## config.mk

```make
export PLATFORM = sky130hd
export DESIGN_NAME = uart_tx_arbiter
export DESIGN_NICKNAME = d
export VERILOG_FILES = /design/src/rtl/uart_tx_arbiter.sv
export SDC_FILE = /design/constraint.sdc
export NUM_CORES = 1
export LEC_CHECK = 0
export ABC_CLOCK_PERIOD_IN_PS = 3770
export CAP_MARGIN = 30
export CORE_ASPECT_RATIO = 0.8
export CORE_MARGIN = 2
export CORE_UTILIZATION = 46
export DETAILED_ROUTE_END_ITERATION = 10
export GPL_TIMING_DRIVEN = 0
export PLACE_DENSITY_LB_ADDON = 0.2
export SLEW_MARGIN = 20
export SYNTH_ARGS = -nofsm -noshare
export SYNTH_HDL_FRONTEND = slang
export SYNTH_SLANG_ARGS = --single-unit
```

## constraint.sdc

```tcl
create_clock -name clk -period 3.77 [get_ports clk]
set_clock_uncertainty 0.15 [all_clocks]
set_input_delay 0.377 -clock clk [delete_from_list [all_inputs] [get_ports clk]]
set_output_delay 0.377 -clock clk [all_outputs]
set_load 0.005 [all_outputs]
```

## src/rtl/uart_tx_arbiter.sv

```systemverilog
// uart_tx_arbiter: round-robin arbiter that shares one uart byte transmitter
// between NREQ valid/ready byte producers. It latches the winning byte, pulses
// the write strobe and follows the transmitter's busy flag until the frame is done.
// Optional feature: define UART_ARB_LOCK_EN to keep a grant on one requester
// until it sends a byte flagged with req_last.
module uart_tx_arbiter #(
    parameter int NREQ = 4
) (
    input  logic              clk,
    input  logic              rst,
    input  logic [NREQ-1:0]   req_valid,
    input  logic [8*NREQ-1:0] req_data,
`ifdef UART_ARB_LOCK_EN
    input  logic [NREQ-1:0]   req_last,
`endif
    output logic [NREQ-1:0]   req_ready,
    output logic              uart_wr,
    output logic [7:0]        uart_data,
    input  logic              uart_busy,
    output logic [2:0]        grant_id,
    output logic              active,
    output logic [15:0]       tx_count,
    output logic              stall_err
);

    typedef enum logic [1:0] {IDLE, ISSUE, WAIT_HI, WAIT_LO} state_t;

    state_t          state_q, state_d;
    logic [2:0]      rr_ptr_q, rr_ptr_d;
    logic [2:0]      grant_id_q, grant_id_d;
    logic [NREQ-1:0] req_ready_q, req_ready_d;
    logic            uart_wr_q, uart_wr_d;
    logic [7:0]      uart_data_q, uart_data_d;
    logic [15:0]     tx_count_q, tx_count_d;
    logic            stall_err_q, stall_err_d;
    logic            active_q, active_d;

    logic [7:0]      eligible;
    logic [63:0]     data_pad;
    logic [3:0]      idx;
    logic [2:0]      winner;
    logic [2:0]      next_ptr;
    logic            found;

`ifdef UART_ARB_LOCK_EN
    logic            lock_q, lock_d;
    logic [7:0]      last_pad;
`endif

    // Requesters allowed to compete this cycle; a locked message excludes everyone else.
    always_comb begin
        eligible = 8'(req_valid);
        data_pad = 64'(req_data);
`ifdef UART_ARB_LOCK_EN
        last_pad = 8'(req_last);
        if (lock_q) begin
            eligible = eligible & (8'b1 << grant_id_q);
        end
`endif
    end

    // Round-robin search: first eligible requester at or above rr_ptr, wrapping at NREQ.
    always_comb begin
        winner = 3'd0;
        found  = 1'b0;
        idx    = 4'd0;
        for (int i = 0; i < NREQ; i++) begin
            idx = {1'b0, rr_ptr_q} + 4'(i);
            if (idx >= 4'(NREQ)) begin
                idx = idx - 4'(NREQ);
            end
            if (!found && eligible[idx[2:0]]) begin
                found  = 1'b1;
                winner = idx[2:0];
            end
        end
        next_ptr = (winner == 3'(NREQ - 1)) ? 3'd0 : winner + 3'd1;
    end

    // Next-state logic; every output is computed here so it can be registered.
    always_comb begin
        state_d     = state_q;
        rr_ptr_d    = rr_ptr_q;
        grant_id_d  = grant_id_q;
        req_ready_d = '0;
        uart_wr_d   = 1'b0;
        uart_data_d = uart_data_q;
        tx_count_d  = tx_count_q;
        stall_err_d = stall_err_q;
`ifdef UART_ARB_LOCK_EN
        lock_d      = lock_q;
`endif
        case (state_q)
            IDLE: begin
                if (found && !uart_busy) begin
                    state_d     = ISSUE;
                    grant_id_d  = winner;
                    uart_data_d = data_pad[{winner, 3'b000} +: 8];
                    uart_wr_d   = 1'b1;
                    tx_count_d  = tx_count_q + 16'd1;
                    for (int i = 0; i < NREQ; i++) begin
                        req_ready_d[i] = (winner == 3'(i));
                    end
`ifdef UART_ARB_LOCK_EN
                    if (last_pad[winner]) begin
                        lock_d   = 1'b0;
                        rr_ptr_d = next_ptr;
                    end else begin
                        lock_d   = 1'b1;
                    end
`else
                    rr_ptr_d = next_ptr;
`endif
                end
            end
            ISSUE: begin
                state_d = WAIT_HI;
            end
            WAIT_HI: begin
                if (uart_busy) begin
                    state_d = WAIT_LO;
                end else begin
                    stall_err_d = 1'b1;
                    state_d     = IDLE;
                end
            end
            WAIT_LO: begin
                if (!uart_busy) begin
                    state_d = IDLE;
                end
            end
            default: begin
                state_d = IDLE;
            end
        endcase
        active_d = (state_d != IDLE);
    end

    // State and registered outputs; reset drops back to IDLE immediately.
    always_ff @(posedge clk or posedge rst) begin
        if (rst) begin
            state_q     <= IDLE;
            rr_ptr_q    <= 3'd0;
            grant_id_q  <= 3'd0;
            req_ready_q <= '0;
            uart_wr_q   <= 1'b0;
            uart_data_q <= 8'h00;
            tx_count_q  <= 16'd0;
            stall_err_q <= 1'b0;
            active_q    <= 1'b0;
`ifdef UART_ARB_LOCK_EN
            lock_q      <= 1'b0;
`endif
        end else begin
            state_q     <= state_d;
            rr_ptr_q    <= rr_ptr_d;
            grant_id_q  <= grant_id_d;
            req_ready_q <= req_ready_d;
            uart_wr_q   <= uart_wr_d;
            uart_data_q <= uart_data_d;
            tx_count_q  <= tx_count_d;
            stall_err_q <= stall_err_d;
            active_q    <= active_d;
`ifdef UART_ARB_LOCK_EN
            lock_q      <= lock_d;
`endif
        end
    end

    assign req_ready = req_ready_q;
    assign uart_wr   = uart_wr_q;
    assign uart_data = uart_data_q;
    assign grant_id  = grant_id_q;
    assign active    = active_q;
    assign tx_count  = tx_count_q;
    assign stall_err = stall_err_q;

endmodule

```

==> metrics.md <==
| Metric | Value |
|---|---|
| Outcome | finished, final reports clean |
| Routed wire length | 5.05 mm |
| Tightest Pin Transition | 0.585 ns |
| Int Pwr | 1.44 mW |
| Startpoint Class | flop |
| Final GP Congestion | 0.888 |
| Clock power share | 17.9% |
| GRT overflow | 0 |
| Initial antenna violation count | 0 |
| Post-synth top cells | dfrtp_1, nand2_1, xnor2_1 |
| H-tree levels | 2 |
| Num CTS Buffers | 5 |
| Number of synthesized register bits | 39 |
| Tmin final | 3.04 ns |
| Fmax | 329 MHz |
| Iteration-0 DRC Markers | 104 |
| Reg area | 976 um^2 |
| CTS tree | done |
| Fillcell total | 369 |
| First-pass GRT wire length | 8.38 mm |
| Yosys top cell by area | dfrtp_1 |
| EDFF count, synth | 0 |
| P_sw | 0.829 mW |
| Io pins | 73 |
| Initial Util | 48.4% |
| Final Hold Slack | 0.183 ns |
| CORE AREA | 0.00465 mm^2 |
| Rel. slew slack | 60.7% |
| Final setup violation count | 0 |
| Area occupied by multi-input gates | 0.00116 mm^2 |
| Post-synthesis sequential area ratio | 43.4% |
| Area grow syn2layout | 42.1% |
| Final-stage net count | 331 |
| Max clock buf depth | 2 |
| Synth area leaders | dfrtp_1, xnor2_1, mux2i_1, nand2_1, ha_1 |
| PortBufs | 72 |
| Post-route ant nets | 0 |
| Root Driver | clkbuf_8 |
| Leak | 1.40 nW |
| Largest net degree at the start of global routing | 29 |
| Slew Viols, Final | 0 |
| Pwr Density | 709 mW/mm^2 |
| Final hold violations | 0 |
| Gate power share | 53.3% |
| Final HPWL from detailed placement | 3.94 mm |
| Async set or reset register ratio after synthesis | 100% |
| Wire per inst | 14.5 um |
| Hold Path Class | input port to asynchronous set/reset pin |
| Vias in the first global route | 1,860 |
| Warnings from Yosys | 0 |
| Resize count post-CTS | 0 |
| Setup TNS | 0 ns |
| CP Capture Type | flop |
| CTS clock-pin slew for the worst setup and hold paths | 0.08 ns |
| Syn Std Cell Area | 0.00225 mm^2 |
| Data required time of the worst path | 3.79 ns |
| Die area | 0.00547 mm^2 |
| GRT Overall Usage | 20.0% |
| Std-Cell Rows | 22 |
| Total clock sinks | 39 |
| Drt drc | 0 |
| Sw Ratio | 36.5% |
| Share of cells above drive strength 1 | 13.2% |
| Max_cap viols | 0 |
| DR vias | 1,890 |
| Post-CTS Hold Fix Bufs | 0 |
| Synth unique cells | 54 |
| Setup bufs post-CTS | 0 |
| DR pass1 iterations | 4 |
| Mean Syn Cell Area | 10.9 um^2 |
| VDD IR-drop max | 0.339 mV |
| Reg power frac | 28.8% |
| DR vias/cell | 5.43 |
| Most used flip-flop cell after synthesis | dfrtp_1 |
| Cells after Synth | 207 |
| Die span in y | 66.6 um |
| Post-synth net total | 251 |
| Worst setup path category | flop to flop |
| Skew-Pair Late Insertion Delay | 0.29 ns |
| Antenna cells | 0 |
| Crit path DAT | 3.06 ns |
| Unrepaired setup endpoints after global routing | false |
| Chip width | 82.2 um |
| Worst-path fanout max | 10 |
| Post-synth top area share | 43.4% |
| Top-count cell post-synth | dfrtp_1 |
| Final critical-path share of the clock period | 80.6% |
[logic make-up after synthesis]
logic type                 count (synthesis)  share of synthesized area (%)
AOI/OAI and AO/OA                         48                           18.6
xor gates and xnor gates                  15                           5.84
adders and majority gates                  5                           2.78
buffers and inverters                     20                           5.11
DFF                                       39                           43.4
muxes                                     19                           9.51
and+or+nand+nor                           61                           14.8
[worst max-delay path, cell delays in order, from the launching register on]
cell and delay [ns]:
dfrtp_1 0.37, buf_6 0.14, inv_1 0.11, ha_1 0.31, buf_6 0.14, mux2_2 0.34, o2111ai_1 0.13, a21oi_1 0.22
a21oi_4 0.32, buf_6 0.21, inv_1 0.07, ha_1 0.30, nand2_1 0.06, o21ai_1 0.05
[final timing paths]
check,from,to,slack [ns],cells past startpoint
setup / recovery,rr_ptr_q[0]$_DFFE_PP0P_,rr_ptr_q[1]$_DFFE_PP0P_,0.73,13
hold / removal,rst,uart_data[6]$_DFFE_PP0P_,0.18,2
setup reg to reg,rr_ptr_q[0]$_DFFE_PP0P_,rr_ptr_q[1]$_DFFE_PP0P_,0.73,13
hold reg to reg,stall_err$_DFFE_PP0P_,stall_err$_DFFE_PP0P_,0.32,1
max in group asynchronous,rst,req_ready[2]$_DFF_PP0_,2.85,3
min in group clk,stall_err$_DFFE_PP0P_,stall_err$_DFFE_PP0P_,0.32,1
[stage by stage]
| stage | util, % | instance area [um^2] | power [mW] | instances | setup WS [ns] |
|---|---|---|---|---|---|
| global placement | 65.5 | 3050 | 1.84 | 339 | 0.769 |
| CTS | 68.8 | 3200 | 2.28 | 348 | 0.747 |
| finish | 68.8 | 3200 | 2.27 | 348 | 0.732 |
| detailed placement | 65.9 | 3070 | 1.87 | 340 | 0.765 |
| global route | 68.8 | 3200 | 2.42 | 348 | 0.576 |
| floorplan | - | 2250 | 1.44 | 207 | 1.04 |
[power by group through the flow]
stage / logic [mW] / registers, mW / clock network (mW)
finish: 1.21 / 0.653 / 0.406
CTS: 1.21 / 0.653 / 0.413
floorplan: 0.789 / 0.649 / 0
global route: 1.32 / 0.674 / 0.426
detailed placement: 1.21 / 0.658 / 0
global placement: 1.19 / 0.655 / 0
[placed cells by master, fill, tap and decap left out, types with 3 or more instances in the layout]
master	netlist	layout
o32ai_1	3	3
clkbuf_8	0	5
clkdlybuf4s50_1	0	72
xnor2_1	13	13
nand2b_1	4	4
ha_1	5	5
mux2i_1	11	11
buf_6	4	4
o21ai_1	3	3
a21oi_1	5	5
nor2_1	11	11
a22o_1	4	4
a211oi_1	5	5
nand3_1	4	4
nand2_1	20	20
and2_1	3	3
and3_1	4	4
nand4_1	3	3
o21a_1	3	3
o21ai_0	3	3
o221ai_1	4	4
dfrtp_1	39	39
mux2_1	4	4
inv_1	11	10
[registers in the layout, indices dropped and copies added (netlist names)]
| signal | cells |
|---|---|
| rr_ptr_q | 3 |
| stall_err | 1 |
| active | 1 |
| state_q | 2 |
| uart_data | 8 |
| tx_count | 16 |
| grant_id | 3 |
| req_ready | 4 |
| uart_wr | 1 |
[per-layer routing]
metal | wire (um) | GRT usage (%) | share of wire [%]
met1 | 2520 | 28.0 | 50
met2 | 2160 | 30.2 | 43
met3 | 338 | 6.64 | 6.7
met4 | 26 | 4.17 | 0.52
met5 | 0 | 0 | 0
[layout make-up]
cell class / count / share of cell area [%]
multi-input combinational: 148 / 36.3
sequential: 39 / 30.5
tap: 60 / 2.35
timing repair buffer: 73 / 23.2
clock buffer: 6 / 2.27
buffer: 8 / 2.19
inverter: 12 / 1.41
clock inverter: 2 / 1.88
Note: power is estimated with default switching activity, not from simulation.
